--- config.mk ---
export PLATFORM = sky130hd
export DESIGN_NAME = counter_flat
export DESIGN_NICKNAME = d
export VERILOG_FILES = /design/src/rtl/counter_pkg.sv /design/src/rtl/counter_if.sv /design/src/rtl/counter.sv /design/src/flat_wrapper.sv
export SDC_FILE = /design/constraint.sdc
export NUM_CORES = 1
export LEC_CHECK = 0
export ABC_CLOCK_PERIOD_IN_PS = 4850
export CAP_MARGIN = 10
export CELL_PAD_IN_SITES_DETAIL_PLACEMENT = 0
export CELL_PAD_IN_SITES_GLOBAL_PLACEMENT = 1
export CORE_ASPECT_RATIO = 0.9
export CORE_MARGIN = 3
export CORE_UTILIZATION = 25
export DETAILED_ROUTE_END_ITERATION = 8
export PLACE_DENSITY_LB_ADDON = 0.1
export SLEW_MARGIN = 20
export SYNTH_ARGS = -nofsm -noshare
export SYNTH_HDL_FRONTEND = slang
export SYNTH_SLANG_ARGS = --single-unit
--- constraint.sdc ---
create_clock -name clk -period 4.85 [get_ports clk]
set_input_delay 0.485 -clock clk [delete_from_list [all_inputs] [get_ports clk]]
set_output_delay 0.485 -clock clk [all_outputs]
set_load 0.02 [all_outputs]
--- src/rtl/counter_pkg.sv ---
// ---------------------------------------------------------------------------
// counter_pkg
//   Shared constants for the up/down counter and anything that drives it.
//   The direction encoding lives here so that callers never hard-code the
//   meaning of the dir bit.
//
//   Contents:
//     DIR_UP    dir value that makes the counter increment
//     DIR_DOWN  dir value that makes the counter decrement
// ---------------------------------------------------------------------------
package counter_pkg;

    localparam logic DIR_UP   = 1'b0;
    localparam logic DIR_DOWN = 1'b1;

endpackage : counter_pkg

--- src/rtl/counter_if.sv ---
// ---------------------------------------------------------------------------
// counter_if
//   Control/data bundle between a counter and whoever drives it.
//
//   Parameters:
//     N    width of the count value
//
//   Signals:
//     ce   count enable, 1 = step on the next rising edge, 0 = hold
//     dir  direction, DIR_UP (0) = increment, DIR_DOWN (1) = decrement
//     val  current count, N bits
//
//   Modports:
//     master  drives ce/dir, observes val (the controlling logic)
//     slave   observes ce/dir, drives val (the counter itself)
// ---------------------------------------------------------------------------
interface counter_if #(
    parameter int N = 8
);

    logic         ce;
    logic         dir;
    logic [N-1:0] val;

    modport master (
        output ce,
        output dir,
        input  val
    );

    modport slave (
        input  ce,
        input  dir,
        output val
    );

endinterface : counter_if

--- src/rtl/counter.sv ---
// ---------------------------------------------------------------------------
// counter
//   N-bit synchronous up/down counter with clock enable. Each rising edge
//   with ce high moves the count one step in the direction given by dir;
//   arithmetic wraps modulo 2**N with no saturation and no flags. The output
//   comes straight from the state register, so there is no combinational
//   path from ce/dir to val.
//
//   Parameters:
//     N    counter width in bits (N >= 1), must match the interface width
//
//   Ports:
//     clk  system clock, all state changes on the rising edge
//     rst  synchronous active-high reset, clears the count (beats ce/dir)
//     bus  counter_if slave: ce, dir in; val out
// ---------------------------------------------------------------------------
module counter
    import counter_pkg::*;
#(
    parameter int N = 8
) (
    input logic      clk,
    input logic      rst,
    counter_if.slave bus
);

    localparam logic [N-1:0] ONE = {{(N-1){1'b0}}, 1'b1};

    // Power-up value of zero keeps val defined before rst is ever asserted.
    logic [N-1:0] count = '0;
    logic [N-1:0] next;

    // Next-value mux: hold when disabled, otherwise one step up or down.
    // Plain N-bit add/subtract gives the modulo-2**N wrap for free.
    always_comb begin
        next = count;
        if (bus.ce) begin
            if (bus.dir == DIR_DOWN) begin
                next = count - ONE;
            end else begin
                next = count + ONE;
            end
        end
    end

    // State register; reset has priority over any step request.
    always_ff @(posedge clk) begin
        if (rst) begin
            count <= '0;
        end else begin
            count <= next;
        end
    end

    assign bus.val = count;

endmodule : counter

--- src/flat_wrapper.sv ---
// flat-port wrapper written by rule: the top's interface ports become plain ports
module counter_flat import counter_pkg::*;
#(
    parameter int N = 8
)
  (clk, rst, bus_ce, bus_dir, bus_val);
  counter_if #(.N(N)) bus_i ();
  input logic clk;
  input logic rst;
  input wire logic [$bits(bus_i.ce)-1:0] bus_ce;
  input wire logic [$bits(bus_i.dir)-1:0] bus_dir;
  output wire logic [$bits(bus_i.val)-1:0] bus_val;
  assign bus_i.ce = bus_ce;
  assign bus_i.dir = bus_dir;
  assign bus_val = bus_i.val;
  counter #(.N(N)) u_core (.clk(clk), .rst(rst), .bus(bus_i));
endmodule
==> flow_metrics.env <==
export IMPL_die_x_um=57.1
export IMPL_start_util_pct=26.6
export IMPL_viasPerCell=4.64
export IMPL_syn_area_per_cell_um2=8.38
export IMPL_h_tree_depth=1
export IMPL_p_int_mw=0.149
export IMPL_fillers=256
export IMPL_num_vias=506
export IMPL_largest_reg_flops=8
export IMPL_synth_top_family_by_area="simple AND/OR/NAND/NOR gates"
export IMPL_required_ns=4.99
export IMPL_period_needed_ns=2.38
export IMPL_cts_tree="yes"
export IMPL_irDropWorstVdd_mv=0.120
export IMPL_syn_nets=81
export IMPL_ys_seq_area_share_pct=27.3
export IMPL_clock_path_buffers=2
export IMPL_ant_nets=0
export IMPL_first_global_vias=505
export IMPL_rsz0062_at_grt="false"
export IMPL_drc=0
export IMPL_switching_power_mw=0.0820
export IMPL_slew_violations=0
export IMPL_ys_warn_count=0
export IMPL_core_area_mm2=0.00220
export IMPL_cp_start_kind="primary input"
export IMPL_mostFrequentLayoutCells="11 x clkdlybuf4s50_1, 8 x dfxtp_1, 7 x inv_1, 7 x nor2_1, 6 x ha_1"
export IMPL_ios=12
export IMPL_slowest_delay_ns=0.66
export IMPL_comb_power_share_pct=41.8
export IMPL_fmax_mhz=421
export IMPL_insertedDiodeCount=0
export IMPL_end_kind="flop"
export IMPL_cts_resized=0
export IMPL_layout_commonest_cell="clkdlybuf4s50_1"
export IMPL_leakage_nw=0.314
export IMPL_setup_viol=0
export IMPL_synth_edff_count=0
export IMPL_holdWs_ns=0.506
export IMPL_fin_nets=95
export IMPL_final_setup_skew_ns=0.00405
export IMPL_track_usage_pct=10.1
export IMPL_first_pass_iters=3
export IMPL_syn_to_final_growth_pct=26.9
export IMPL_synth_area_um2=587
export IMPL_fin_crit_sh_pct=49.0
export IMPL_place_inst=106
export IMPL_finalWirelength_um=1250
export IMPL_cp_max_fo=8
export IMPL_finish_utilization_pct=33.8
export IMPL_clkPwrFrac_pct=22.7
export IMPL_setup_tns_ns=0
export IMPL_ff_latch_area_um2=160
export IMPL_grt_max_degree=12
export IMPL_drive_above_1_share_pct=12.2
export IMPL_design_power_total_mw=0.232
export IMPL_cp_cell_sequence="clkdlybuf4s50_1 > inv_1 > fa_1 > and2b_2 > o21ai_2 > a21boi_0 > o21a_1 > o211ai_1"
export IMPL_swShare_pct=35.4
export IMPL_hold_viol=0
export IMPL_worst_slack_ns=2.47
export IMPL_synth_flop_cell="dfxtp_1"
export IMPL_fin_area_um2=744
export IMPL_multi_input_area_um2=392
export IMPL_async_flop_share_pct=0
export IMPL_layout_cells_non_filler=109
export IMPL_cts_made_buffers=3
export IMPL_die_area_mm2=0.00297
export IMPL_synthXorXnorAreaFrac_pct=4.48
export IMPL_seq_power_share_pct=35.5
export IMPL_synth_area_mux_share_pct=5.33
export IMPL_overflow=0
export IMPL_cts_setup_buffers=0
export IMPL_rows=16
export IMPL_gp_congestion=0.700
export IMPL_cts_hold_buf=0
export IMPL_hold_path_class="reg2reg"
export IMPL_place_area_um2=722
export IMPL_ys_seq_elements=8
export IMPL_numPortBuffers=11
export IMPL_drt_iter0_markers=7
export IMPL_path_clk_slew_ns=0.06
export IMPL_clock_sinks=8
export IMPL_yosys_area_share_simple_pct=21.1
export IMPL_insertion_delay_ns=0.26
export IMPL_ys_types=29
export IMPL_hpwl_um=976
export IMPL_grt_pass1_wl_um=2260
export IMPL_path_class="in2reg"
export IMPL_crit_slowest_cell="clkdlybuf4s50_1"
export IMPL_relSlewSlack_pct=72.2
export IMPL_antenna_found_initial=0
export IMPL_root_buffer="clkbuf_4"
export IMPL_synthCells=70
export IMPL_wl_per_cell_um=11.4
export IMPL_critical_path_arrival_ns=2.51
export IMPL_dpl_worst_slack_ns=2.19
export IMPL_synth_compound_area_share_pct=19.6
export IMPL_status="finished clean"
export IMPL_die_y_um=52.0
export IMPL_maxCapViolations=0
export IMPL_power_density_mw_per_mm2=311
export IMPL_synthAdderAreaFrac_pct=16.2
export IMPL_worst_pin_slew_ns=0.416
## Yosys cell counts, types with 3 or more instances
| master | count | area [um2] |
|---|---|---|
| nand2_1 | 4 | 15.0 |
| nand3_1 | 3 | 15.0 |
| nor3_1 | 3 | 15.0 |
| a21oi_2 | 3 | 26.3 |
| nor2_1 | 7 | 26.3 |
| ha_1 | 6 | 75.1 |
| inv_1 | 7 | 26.3 |
| dfxtp_1 | 8 | 160 |
## kinds of logic (layout without fill, tap and decap cells)
| kind of cell | count (synthesis) | in the layout |
|---|---|---|
| XOR/XNOR | 3 | 3 |
| AND/OR/NAND/NOR | 24 | 24 |
| AO/OA/AOI/OAI | 16 | 16 |
| buffers and inverters | 9 | 21 |
| flip-flops | 8 | 8 |
| adder cells (fa/ha/maj) | 7 | 7 |
| multiplexers | 3 | 3 |
## layout make-up
cell class | instances | share of cell area, %
clock buffer | 3 | 3.03
tap | 27 | 4.54
multi-input combinational | 53 | 52.6
sequential | 8 | 21.5
timing repair buffer | 11 | 14.8
inverter | 7 | 3.53
## power groups by stage
stage               sequential, mW  clock, mW  combinational, mW
detailed placement          0.0838          0             0.0985
floorplan                   0.0938          0             0.0569
global placement            0.0839          0             0.0989
finish                      0.0821     0.0526             0.0968
global route                0.0837     0.0596              0.109
CTS                         0.0824     0.0560             0.0989
## path summary, 6_finish.rpt
check	slack [ns]	from	depth (start not counted)	endpoint
hold reg to reg	0.51	u_core.bus.val[5]	2	u_core.bus.val[5]
setup / recovery	2.47	bus_dir	8	u_core.bus.val[6]
hold / removal	0.51	u_core.bus.val[5]	2	u_core.bus.val[5]
setup reg to reg	2.98	u_core.bus.val[0]	7	u_core.bus.val[6]
## critical path, delay by kind of cell
family	cells	cell delay (ns)
buffers and inverters	2	0.78
and+or+nand+nor	1	0.24
adders and majority gates	1	0.39
AOI/OAI and AO/OA	4	0.61
## metal layers
layer  share of wire (%)  GRT usage (%)  routed length [um]
met5                   0              0                   0
met4                   0           2.32                   0
met3                 4.8           4.71                  60
met2                  44           16.3                 552
met1                  51           12.2                 634
Note: power is estimated with default switching activity, not from simulation.
